$ cat src/rtl/task_pkg.sv
// Shared definitions for the task dispatchers: task vector sizing and FSM state encoding.
package task_pkg;

    localparam int N_TASK     = 16;
    localparam int TASK_IDX_W = 4;

    typedef enum logic [1:0] {
        S_IDLE = 2'd0,
        S_RUN  = 2'd1,
        S_REL  = 2'd2,
        S_HOLD = 2'd3
    } state_t;

endpackage

$ cat src/rtl/task_dispatch_prio_enc16.sv
// Fixed-priority encoder: reports the lowest set request bit (bit 0 wins) and whether any bit is set.
module prio_enc16
    import task_pkg::*;
(
    input  logic [N_TASK-1:0]     req_i,
    output logic                  valid_o,
    output logic [TASK_IDX_W-1:0] idx_o
);

    always_comb begin
        // NOTE: every output gets a default before the loop so no path leaves it unassigned (no latch).
        valid_o = |req_i;
        idx_o   = '0;
        for (int i = N_TASK - 1; i >= 0; i--) begin
            if (req_i[i]) begin
                idx_o = TASK_IDX_W'(i);
            end
        end
    end

endmodule

$ cat src/rtl/task_dispatch.sv
// Responder side of the task req/ack handshake: picks one pending task, runs it on the shared
// worker via start/done, then drops ack to signal completion and waits out the requester latency.
module task_dispatch
    import task_pkg::*;
#(
    parameter int P_TMO_W   = 16,
    parameter int P_HOLDOFF = 2
) (
    input  logic                  clk,
    input  logic                  rst,
    input  logic [N_TASK-1:0]     req,
    output logic [N_TASK-1:0]     ack,
    output logic                  task_start,
    output logic [TASK_IDX_W-1:0] task_id,
    input  logic                  task_done,
    input  logic                  task_err,
    output logic                  busy,
    output logic [N_TASK-1:0]     err_flags,
    input  logic [N_TASK-1:0]     err_clr
);

    localparam int HOLD_W = $clog2(P_HOLDOFF + 1);
    // Last RUN cycle before timeout: the count that increments to all-ones.
    localparam logic [P_TMO_W-1:0] WDOG_LAST = ~P_TMO_W'(1);

    state_t                  state_q;
    logic [N_TASK-1:0]       ack_q;
    logic                    task_start_q;
    logic [TASK_IDX_W-1:0]   task_id_q;
    logic                    busy_q;
    logic [N_TASK-1:0]       err_flags_q;
    logic [N_TASK-1:0]       err_flags_d;
    logic [N_TASK-1:0]       err_set;
    logic [P_TMO_W-1:0]      wdog_q;
    logic [HOLD_W-1:0]       hold_q;

    logic                    req_valid;
    logic [TASK_IDX_W-1:0]   req_idx;
    logic                    done_ok;
    logic                    tmo;

    prio_enc16 u_prio (
        .req_i   (req),
        .valid_o (req_valid),
        .idx_o   (req_idx)
    );

    always_comb begin
        // The worker's done is not trusted in the same cycle as its start pulse.
        done_ok     = (state_q == S_RUN) && task_done && !task_start_q;
        tmo         = (state_q == S_RUN) && (wdog_q == WDOG_LAST);
        err_set     = '0;
        if (done_ok ? task_err : tmo) begin
            err_set[task_id_q] = 1'b1;
        end
        err_flags_d = (err_flags_q & ~err_clr) | err_set;
    end

    // NOTE: all state below is sequential, so it is written with non-blocking assignments only.
    always_ff @(posedge clk) begin
        if (rst) begin
            state_q      <= S_IDLE;
            ack_q        <= '0;
            task_start_q <= 1'b0;
            task_id_q    <= '0;
            busy_q       <= 1'b0;
            err_flags_q  <= '0;
            wdog_q       <= '0;
            hold_q       <= '0;
        end else begin
            err_flags_q  <= err_flags_d;
            task_start_q <= 1'b0;
            case (state_q)
                S_IDLE: begin
                    if (req_valid) begin
                        ack_q        <= N_TASK'(1) << req_idx;
                        task_id_q    <= req_idx;
                        task_start_q <= 1'b1;
                        busy_q       <= 1'b1;
                        wdog_q       <= '0;
                        state_q      <= S_RUN;
                    end
                end
                S_RUN: begin
                    wdog_q <= wdog_q + 1'b1;
                    // ack drops as RUN exits, so the REL cycle already shows the falling edge.
                    if (done_ok || tmo) begin
                        ack_q   <= '0;
                        state_q <= S_REL;
                    end
                end
                S_REL: begin
                    ack_q   <= '0;
                    hold_q  <= '0;
                    state_q <= S_HOLD;
                end
                S_HOLD: begin
                    if (hold_q == HOLD_W'(P_HOLDOFF - 1)) begin
                        busy_q  <= 1'b0;
                        state_q <= S_IDLE;
                    end else begin
                        hold_q <= hold_q + 1'b1;
                    end
                end
                default: state_q <= S_IDLE;
            endcase
        end
    end

    assign ack        = ack_q;
    assign task_start = task_start_q;
    assign task_id    = task_id_q;
    assign busy       = busy_q;
    assign err_flags  = err_flags_q;

endmodule

$ cat config.mk
export PLATFORM = sky130hd
export DESIGN_NAME = task_dispatch
export DESIGN_NICKNAME = d
export VERILOG_FILES = /design/src/rtl/task_pkg.sv /design/src/rtl/task_dispatch_prio_enc16.sv /design/src/rtl/task_dispatch.sv
export SDC_FILE = /design/constraint.sdc
export NUM_CORES = 1
export LEC_CHECK = 0
export BUFFER_PORTS_ARGS = -buffer_cell sky130_fd_sc_hd__buf_2
export CORE_ASPECT_RATIO = 0.6
export CORE_MARGIN = 3
export CORE_UTILIZATION = 49
export CTS_BUF_LIST = sky130_fd_sc_hd__clkbuf_8
export DETAILED_ROUTE_END_ITERATION = 12
export PLACE_DENSITY = 0.78
export SYNTH_ARGS = -nofsm -noshare
export SYNTH_HDL_FRONTEND = slang
export SYNTH_SLANG_ARGS = --single-unit
$ cat constraint.sdc
create_clock -name clk -period 1.9 [get_ports clk]
set_input_delay 0.095 -clock clk [delete_from_list [all_inputs] [get_ports clk]]
set_output_delay 0.095 -clock clk [all_outputs]
set_load 0.005 [all_outputs]
==> results.sh, run 1 <==
export IMPL_outcome="finished with violations"
export IMPL_failed_checks="negative setup slack"
export IMPL_die_y_um=65.2
export IMPL_synthArstFlopShare_pct=0
export IMPL_cp_max_fo=13
export IMPL_grt_pass1_vias=2717
export IMPL_fin_crit_ns=1.92
export IMPL_grtUsageTotal_pct=24.5
export IMPL_antenna_found_initial=0
export IMPL_first_pass_iters=4
export IMPL_cts_tree="built"
export IMPL_ant_nets=0
export IMPL_critPathSlowestCell="or4_1"
export IMPL_cpPeakStageDelay_ns=0.53
export IMPL_synth_edf_count=0
export IMPL_die_area_um2=6820
export IMPL_cpMostUsedCell="buf_12"
export IMPL_core_area_um2=5330
export IMPL_drt_iter0_markers=221
export IMPL_finalHoldViolCount=0
export IMPL_wirelength_um=8270
export IMPL_use_met1_pct=34.0
export IMPL_reg2reg_from="state_q[1]"
export IMPL_yosys_register_bits=58
export IMPL_final_common_cell="buf_2"
export IMPL_rsz0062_at_grt="true"
export IMPL_num_rows=20
export IMPL_start_kind="flip-flop"
export IMPL_top_usage_layer="met2"
export IMPL_clk_latency_ns=0.34
export IMPL_synthFlopType="dfxtp_1"
export IMPL_nets=467
export IMPL_clock_fmax_mhz=521
export IMPL_diodes=0
export IMPL_finalCritPeriodShare_pct=101
export IMPL_setup_slack_ns=-0.0202
export IMPL_drive_gt1_share_pct=37.8
export IMPL_htreeDepth=3
export IMPL_clkTransAtPathRegs_ns=0.07
export IMPL_synth_warnings=0
export IMPL_netlist_area_um2=2860
export IMPL_grt_util_met2_pct=38.3
export IMPL_worst_endpoint_required_ns=2.18
export IMPL_dr_total_vias=2889
export IMPL_arrival_ns=2.20
export IMPL_worstMarginPinSlew_ns=0.465
export IMPL_synth_top_area_cell="dfxtp_1"
export IMPL_numPortBuffers=73
export IMPL_synth_area_leaders="dfxtp_1, a32o_1, o32ai_1, nor2_1, inv_1"
export IMPL_worst_r2r_setup_slack_ns=-0.02
export IMPL_leakage_uw=0.00162
export IMPL_crit_type="flip-flop to flip-flop"
export IMPL_ir_worst_vdd_mv=0.527
export IMPL_place_congestion=0.827
export IMPL_area_growth_pct=40.5
export IMPL_crit_path_cell_trace="inv_4 > buf_4 > ha_2 > buf_12 > and2_4 > buf_12 > or4_1 > a21oi_2"
export IMPL_layout_common_cells="buf_2, dfxtp_1, buf_4, nor2_1, inv_1"
export IMPL_synthCells=303
export IMPL_finalSetupViolations=1
export IMPL_end_kind="flip-flop"
export IMPL_rr_worst_depth=8
export IMPL_hp_class="input port to flip-flop"
export IMPL_ys_seq_area_share_pct=40.6
export IMPL_synth_distinct_cells=59
export IMPL_worstReg2RegEnd="wdog_q[14]"
export IMPL_grt_pass1_wl_um=13400
export IMPL_syn_area_per_cell_um2=9.44
export IMPL_gr_total_overflow=0
export IMPL_met3_usage_pct=6.28
export IMPL_power_uw=4060
export IMPL_io_pin_count=74
export IMPL_routed_via_density=5.71
export IMPL_cts_buffers=9
export IMPL_p_per_area_nw_per_um2=1010
export IMPL_critPathCapture="wdog_q[14]"
export IMPL_drc=0
export IMPL_fin_worst_skew_ns=0.0101
export IMPL_finalMaxSlewViolations=0
export IMPL_initial_core_util_pct=53.7
export IMPL_synth_top_area_share_pct=40.6
export IMPL_relSlewSlack_pct=68.9
export IMPL_clk_path_buf_depth=2
export IMPL_routedWlPerCell_um=16.4
export IMPL_drv_cap=0
export IMPL_crit_path_start="state_q[1]"
export IMPL_grt_start_max_net_pins=21
export IMPL_syn_nets=346
export IMPL_dp_hpwl_um=5690
export IMPL_die_width_um=105
export IMPL_whs_ns=0.0905
export IMPL_root_buffer="clkbuf_8"
export IMPL_dp_slack_ns=-0.0596
export IMPL_clock_sinks=58
-- flip-flops by register name (all words and copies together) (netlist names) --
register and cells:
hold_q 2, task_id 4, ack 16, busy 1
err_flags 16, state_q 2, wdog_q 16, task_start 1
-- where the power goes --
| group | total, uW | internal [uW] | leakage [uW] | switching (uW) |
|---|---|---|---|---|
| clock network | 1290 | 775 | 0.000109 | 517 |
| registers | 1410 | 1320 | 0.000470 | 89.6 |
| logic | 1370 | 622 | 0.00104 | 744 |
-- logic make-up after synthesis --
logic type	Yosys count	share of synthesized area, %
xor+xnor	10	3.06
flops	58	40.6
simple gates	102	22.4
mux	1	0.350
compound gates	84	23.8
fa+ha+maj	7	3.06
buf+inv	41	6.65
-- per-stage QoR --
stage / utilization, % / TNS [ns] / cell area, um^2 / instances
3_3_place_gp: 66.3 / -0.0629 / 3530 / 471
4_1_cts: 73.5 / 0 / 3920 / 503
3_5_place_dp: 66.3 / -0.510 / 3530 / 471
5_1_grt: 75.4 / -2.03 / 4020 / 506
6_report: 75.4 / -0.0202 / 4020 / 506
2_1_floorplan: - / -0.761 / 2900 / 303
-- worst min-delay path by stage --
stage                startpoint             to  slack, ns  cells past startpoint
floorplan           err_clr[15]  err_flags[15]       0.20                      1
global placement    err_clr[14]  err_flags[14]       0.30                      2
detailed placement  err_clr[15]  err_flags[15]       0.30                      2
CTS                         rst     state_q[1]       0.09                      2
global route                rst      hold_q[1]       0.10                      2
finish                      rst      hold_q[0]       0.09                      2
-- per-layer routing --
layer / up-vias / wire length, um
met4: 0 / 82
met3: 11 / 637
met1: 1370 / 3910
met5: - / 0
li1: 1383 / -
met2: 125 / 3640
-- cells in the mapped netlist, types with 2 or more instances --
| library cell | instances |
|---|---|
| or4_1 | 2 |
| nand3_1 | 10 |
| o21ai_2 | 2 |
| nand2b_1 | 4 |
| o32ai_1 | 16 |
| or4_4 | 3 |
| nor2b_1 | 2 |
| o31ai_1 | 3 |
| a2111oi_0 | 2 |
| ha_1 | 7 |
| and3_1 | 3 |
| xnor2_1 | 10 |
| nor4_1 | 4 |
| dfxtp_1 | 58 |
| and2_1 | 3 |
| a21oi_1 | 12 |
| o21ai_0 | 10 |
| a32o_1 | 16 |
| a31oi_1 | 3 |
| a211oi_1 | 8 |
| or2_2 | 3 |
| or3_1 | 5 |
| nand3b_1 | 5 |
| and4_1 | 3 |
| nand2_1 | 8 |
| buf_2 | 5 |
| nor4_4 | 2 |
| o211ai_1 | 2 |
| nor2_1 | 27 |
| inv_1 | 26 |
| nand4_1 | 6 |
| nor3_1 | 2 |
| clkbuf_1 | 5 |
-- repair_timing --
item	in CTS	in global routing
hold buffers	16	0
setup endpoints to repair	4	48
gates cloned	0	0
endpoints found under the hold margin	16	0
pin swaps	2	10
buffers inserted	0	3
gates resized for setup	0	16
-- critical path: cells and delay by family (launching register included) --
family                     cells  cell delay, ns
AOI/OAI and AO/OA              1            0.13
DFF                            1            0.38
adders and majority gates      1            0.19
buffers and inverters          4            0.44
and+or+nand+nor                2            0.69
-- final cells by class --
| type | instances | area, um^2 |
|---|---|---|
| fill | 363 | 1310 |
| tap | 77 | 96.3 |
| inverter | 26 | 100 |
| timing repair buffer | 125 | 825 |
| clock inverter | 6 | 88.8 |
| clock buffer | 10 | 138 |
| multi-input combinational | 204 | 1600 |
| sequential | 58 | 1170 |
Power figures use the tool's default switching activity.
==> inputs of run 2 (changes only) <==
--- a/config.mk
+++ b/config.mk
@@ -5,6 +5,7 @@
 export SDC_FILE = /design/constraint.sdc
 export NUM_CORES = 1
 export LEC_CHECK = 0
+export ABC_AREA = 1
 export BUFFER_PORTS_ARGS = -buffer_cell sky130_fd_sc_hd__buf_2
 export CORE_ASPECT_RATIO = 0.6
 export CORE_MARGIN = 3
==> results.sh, run 2 <==
export IMPL_ant_nets=0
export IMPL_numPortBuffers=73
export IMPL_yosys_register_bits=58
export IMPL_finalMaxSlewViolations=0
export IMPL_clock_fmax_mhz=549
export IMPL_ys_seq_area_share_pct=41.7
export IMPL_io_pin_count=74
export IMPL_layout_common_cells="nand2_1, buf_2, inv_1, dfxtp_1, a21oi_1"
export IMPL_critPathTopFamily="simple AND/OR/NAND/NOR gates"
export IMPL_clk_path_buf_depth=2
export IMPL_path_buf_inv=2
export IMPL_use_met1_pct=29.6
export IMPL_nets=545
export IMPL_min_from="err_clr[11]"
export IMPL_synth_top_area_share_pct=41.7
export IMPL_cts_buffers=9
export IMPL_drc=0
export IMPL_yosysMostFrequentCell="nand2_1"
export IMPL_drv_cap=0
export IMPL_fin_crit_ns=1.82
export IMPL_met3_usage_pct=6.45
export IMPL_antenna_found_initial=0
export IMPL_start_kind="flip-flop"
export IMPL_fin_worst_skew_ns=0.00508
export IMPL_syn_area_per_cell_um2=7.00
export IMPL_htreeDepth=3
export IMPL_synth_edf_count=0
export IMPL_die_area_um2=6660
export IMPL_synth_top_area_cell="dfxtp_1"
export IMPL_dp_cells=561
export IMPL_whs_ns=0.0158
export IMPL_relSlewSlack_pct=72.2
export IMPL_grt_util_met2_pct=34.2
export IMPL_synth_distinct_cells=30
export IMPL_wirelength_um=7240
export IMPL_multi_input_area_um2=1420
export IMPL_crit_type="flip-flop to flip-flop"
export IMPL_dr_total_vias=2875
export IMPL_die_y_um=64.4
export IMPL_synth_common_cells="nand2_1, inv_1, dfxtp_1, a21oi_1, nor2_1"
export IMPL_num_rows=20
export IMPL_clk_latency_ns=0.33
export IMPL_routedWlPerCell_um=12.4
export IMPL_ir_worst_vdd_mv=0.558
export IMPL_leakage_uw=0.00173
export IMPL_end_kind="flip-flop"
export IMPL_finalSetupViolations=0
export IMPL_reg2reg_from="state_q[0]"
export IMPL_synthFlopType="dfxtp_1"
export IMPL_dp_hpwl_um=5280
export IMPL_root_buffer="clkbuf_8"
export IMPL_cpPeakStageDelay_ns=0.38
export IMPL_final_common_cell="nand2_1"
export IMPL_diodes=0
export IMPL_cp_max_fo=4
export IMPL_place_congestion=0.818
export IMPL_drive_gt1_share_pct=29.4
export IMPL_synthArstFlopShare_pct=0
export IMPL_grt_pass1_wl_um=11600
export IMPL_routed_via_density=4.92
export IMPL_grt_start_max_net_pins=40
export IMPL_setup_tns_final_ns=0
export IMPL_worstMarginPinSlew_ns=0.417
export IMPL_p_per_area_nw_per_um2=980
export IMPL_finalHoldViolCount=0
export IMPL_area_growth_pct=33.6
export IMPL_syn_nets=441
export IMPL_critPathSlowestCell="dfxtp_4"
export IMPL_hp_class="input port to flip-flop"
export IMPL_clkTransAtPathRegs_ns=0.07
export IMPL_netlist_area_um2=2790
export IMPL_synth_warnings=0
export IMPL_grt_pass1_vias=2709
export IMPL_rr_worst_depth=13
export IMPL_worst_path_stages=13
export IMPL_final_cells=584
export IMPL_initial_core_util_pct=52.8
export IMPL_die_width_um=103
export IMPL_drt_iter0_markers=175
export IMPL_outcome="completed"
export IMPL_whs_path_depth=4
export IMPL_n_fill_cell=440
export IMPL_grtUsageTotal_pct=22.0
export IMPL_top_usage_layer="met2"
export IMPL_rsz0062_at_grt="true"
export IMPL_synthCells=398
export IMPL_gr_total_overflow=0
export IMPL_regArea_um2=1170
export IMPL_arrival_ns=2.05
export IMPL_worst_endpoint_required_ns=2.13
export IMPL_synth_area_leaders="dfxtp_1, nand2_1, inv_1, a21oi_1, nor2_1"
export IMPL_finalCritPeriodShare_pct=95.9
export IMPL_clock_sinks=58
export IMPL_crit_path_start="state_q[0]"
export IMPL_crit_path_cell_trace="inv_1 > ha_2 > inv_1 > nand2_1 > nand2_2 > nand2_4 > nor2_4 > nand2_2 > nor2_4 > nand3_1 > nor2_1 > a21oi_1 > o21a_1"
export IMPL_core_area_um2=5280
export IMPL_first_pass_iters=5
export IMPL_cts_tree="built"
[run 2: what timing repair did]
action	4_1_cts	5_1_grt
hold endpoints to repair	3	0
setup endpoints to repair	8	37
buffers inserted	1	3
hold buffers	3	0
gates resized for setup	2	28
pin swaps	1	8
[run 2: path summary, 6_finish.rpt]
kind	slack, ns	to
max	0.08	wdog_q[14]
min	0.02	err_flags[11]
max reg2reg	0.08	wdog_q[14]
min reg2reg	0.46	ack[12]
[run 2: cell families (layout without fill, tap and decap cells)]
| logic type | after synthesis | in the layout | synth area share, % |
|---|---|---|---|
| fa+ha+maj | 7 | 7 | 3.14 |
| xor+xnor | 1 | 1 | 0.314 |
| simple gates | 182 | 182 | 30.4 |
| buf+inv | 78 | 187 | 10.6 |
| flops | 58 | 58 | 41.7 |
| compound gates | 72 | 72 | 13.8 |
[run 2: layer usage]
layer | up-vias | share of wire [%]
met5 | - | 0
met1 | 1265 | 48
met2 | 108 | 43
met3 | 13 | 6.9
met4 | 0 | 1.5
li1 | 1489 | -
[run 2: final cells by class]
cell class | count | share of cell area (%)
clock inverters | 6 | 1.55
repair buffers | 99 | 15.5
inverters | 72 | 7.26
multi-input cells | 262 | 38.1
flip-flops and latches | 58 | 31.3
clock buffers | 10 | 3.70
well taps | 77 | 2.59
[run 2: worst min-delay path, cell delays in order]
cell and delay (ns):
buf_2 0.07, inv_1 0.03, nand2_1 0.05, a21oi_1 0.06
[run 2: through the flow]
stage                     instance area, um^2  util (%)  total power, uW  setup slack, ns
after CTS                                3610      68.3             3550          0.00229
after global routing                     3720      70.5             3870          -0.0865
final                                    3720      70.5             3650           0.0778
after global placement                   3370      63.7             2380           0.0497
after detailed placement                 3370      63.7             2420          -0.0416
after floorplan                          2790         -             2080            0.147
[run 2: report_power, final]
| group | switching (uW) | leakage [uW] | internal [uW] | total, uW |
|---|---|---|---|---|
| registers | 101 | 0.000470 | 1320 | 1430 |
| clock network | 484 | 0.000107 | 631 | 1120 |
| logic | 676 | 0.00115 | 432 | 1110 |
==> inputs of run 3 (changes only) <==
--- a/config.mk
+++ b/config.mk
@@ -9,10 +9,9 @@
 export BUFFER_PORTS_ARGS = -buffer_cell sky130_fd_sc_hd__buf_2
 export CORE_ASPECT_RATIO = 0.6
 export CORE_MARGIN = 3
-export CORE_UTILIZATION = 49
+export CORE_UTILIZATION = 25
 export CTS_BUF_LIST = sky130_fd_sc_hd__clkbuf_8
 export DETAILED_ROUTE_END_ITERATION = 12
-export PLACE_DENSITY = 0.78
 export SYNTH_ARGS = -nofsm -noshare
 export SYNTH_HDL_FRONTEND = slang
 export SYNTH_SLANG_ARGS = --single-unit
==> results.sh, run 3 (synthesis results as in run 2) <==
export IMPL_outcome="completed"
export IMPL_fin_util_pct=36.7
export IMPL_num_rows=29
export IMPL_die_area_um2=12500
export IMPL_grtUsageTotal_pct=12.6
export IMPL_io_pin_count=74
export IMPL_grt_pass1_wl_um=12600
export IMPL_numPortBuffers=73
export IMPL_placed_cell_area_um2=3440
export IMPL_p_per_area_nw_per_um2=943
export IMPL_worstMarginPinSlew_ns=0.418
export IMPL_hp_class="input port to flip-flop"
export IMPL_root_buffer="clkbuf_8"
export IMPL_htreeDepth=3
export IMPL_gr_total_overflow=0
export IMPL_finalHoldViolCount=0
export IMPL_clkPwrFrac_pct=28.1
export IMPL_arrival_ns=2.13
export IMPL_cts_tree="built"
export IMPL_finalCritPeriodShare_pct=97.4
export IMPL_rsz0062_at_grt="true"
export IMPL_area_growth_pct=41.1
export IMPL_worst_endpoint_required_ns=2.18
export IMPL_clock_sinks=58
export IMPL_nets=559
export IMPL_n_fill_cell=1124
export IMPL_cts_buffers=9
export IMPL_drt_iter0_markers=155
export IMPL_core_area_um2=10700
export IMPL_drive_gt1_share_pct=29.2
export IMPL_clock_fmax_mhz=540
export IMPL_diodes=0
export IMPL_finalSetupViolations=0
export IMPL_cp_max_fo=4
export IMPL_place_congestion=0.821
export IMPL_p_sw_share_pct=35.0
export IMPL_power_frac_seq_pct=38.9
export IMPL_routed_via_density=4.48
export IMPL_start_kind="flip-flop"
export IMPL_die_y_um=87.8
export IMPL_end_kind="flip-flop"
export IMPL_clkTransAtPathRegs_ns=0.06
export IMPL_final_common_cell="nand2_1"
export IMPL_grt_start_max_net_pins=40
export IMPL_wirelength_um=7850
export IMPL_ir_worst_vdd_mv=0.280
export IMPL_setup_tns_final_ns=0
export IMPL_fin_worst_skew_ns=0.00395
export IMPL_whs_ns=0.0240
export IMPL_fin_crit_ns=1.85
export IMPL_die_width_um=142
export IMPL_crit_type="flip-flop to flip-flop"
export IMPL_regArea_um2=1170
export IMPL_dr_total_vias=2955
export IMPL_dp_hpwl_um=5890
export IMPL_leakage_uw=0.00179
export IMPL_grt_pass1_vias=2752
export IMPL_clk_latency_ns=0.34
export IMPL_ant_nets=0
export IMPL_p_int_uw=2410
export IMPL_clk_path_buf_depth=2
export IMPL_fin_area_um2=3930
export IMPL_p_sw_uw=1300
export IMPL_finalMaxSlewViolations=0
export IMPL_p_comb_share_pct=33.0
export IMPL_first_pass_iters=4
export IMPL_relSlewSlack_pct=72.1
export IMPL_drv_cap=0
export IMPL_routedWlPerCell_um=11.9
export IMPL_drc=0
export IMPL_layout_common_cells="nand2_1, buf_2, inv_1, dfxtp_1, a21oi_1"
export IMPL_antenna_found_initial=0
export IMPL_multi_input_area_um2=1420
export IMPL_initial_core_util_pct=26.0
==> run 3: path summary, 6_finish.rpt <==
kind | start | to | slack, ns | depth (start not counted)
worst max-delay path | wdog_q[0] | ack[12] | 0.05 | 11
worst min-delay path | err_clr[10] | err_flags[10] | 0.02 | 4
worst max register to register | wdog_q[0] | ack[12] | 0.05 | 11
worst min register to register | wdog_q[10] | wdog_q[10] | 0.46 | 1
==> run 3: cell type report <==
cell class / count / share of cell area (%)
repair buffers: 113 / 18.1
inverters: 72 / 6.94
clock inverters: 4 / 0.446
clock buffers: 12 / 4.20
flip-flops and latches: 58 / 29.8
multi-input cells: 262 / 36.1
well taps: 139 / 4.42
==> run 3: timing repair <==
action	CTS	global route
endpoints found under the setup margin	7	40
resized for setup	2	30
pin swaps	0	14
endpoints found under the hold margin	15	0
hold buffers	15	0
setup buffers	0	7
==> run 3: layer usage <==
| metal | routed length (um) | GRT usage (%) | vias up | part of all wire [%] |
|---|---|---|---|---|
| li1 | - | - | 1522 | - |
| met1 | 3870 | 16.5 | 1318 | 49 |
| met2 | 3230 | 19.3 | 104 | 41 |
| met3 | 651 | 4.96 | 11 | 8.3 |
| met4 | 98 | 3.97 | 0 | 1.2 |
| met5 | 0 | 0 | - | 0 |
==> run 3: power groups by stage <==
stage	clock (uW)	sequential, uW	combinational (uW)
finish	1040	1440	1220
global route	1140	1460	1360
CTS	1090	1420	1040
detailed placement	0	1450	1010
global placement	0	1440	987
floorplan	0	1420	655
==> run 3: through the flow <==
stage	setup WS, ns	std cells	total power, uW
floorplan	0.147	398	2080
global placement	0.0319	622	2420
detailed placement	-0.0180	622	2450
CTS	-0.0369	653	3550
global route	-0.0950	660	3950
finish	0.0489	660	3710
==> run 3: worst max-delay path, cell delays in order (launching register included) <==
cell and delay [ns]:
dfxtp_4 0.35, inv_4 0.06, ha_4 0.12, nand3_2 0.08, nor4_2 0.15, nand3_1 0.15, nand3_2 0.13, nand3_4 0.11
nor3_4 0.25, buf_6 0.13, nand4_1 0.11, a21oi_1 0.14
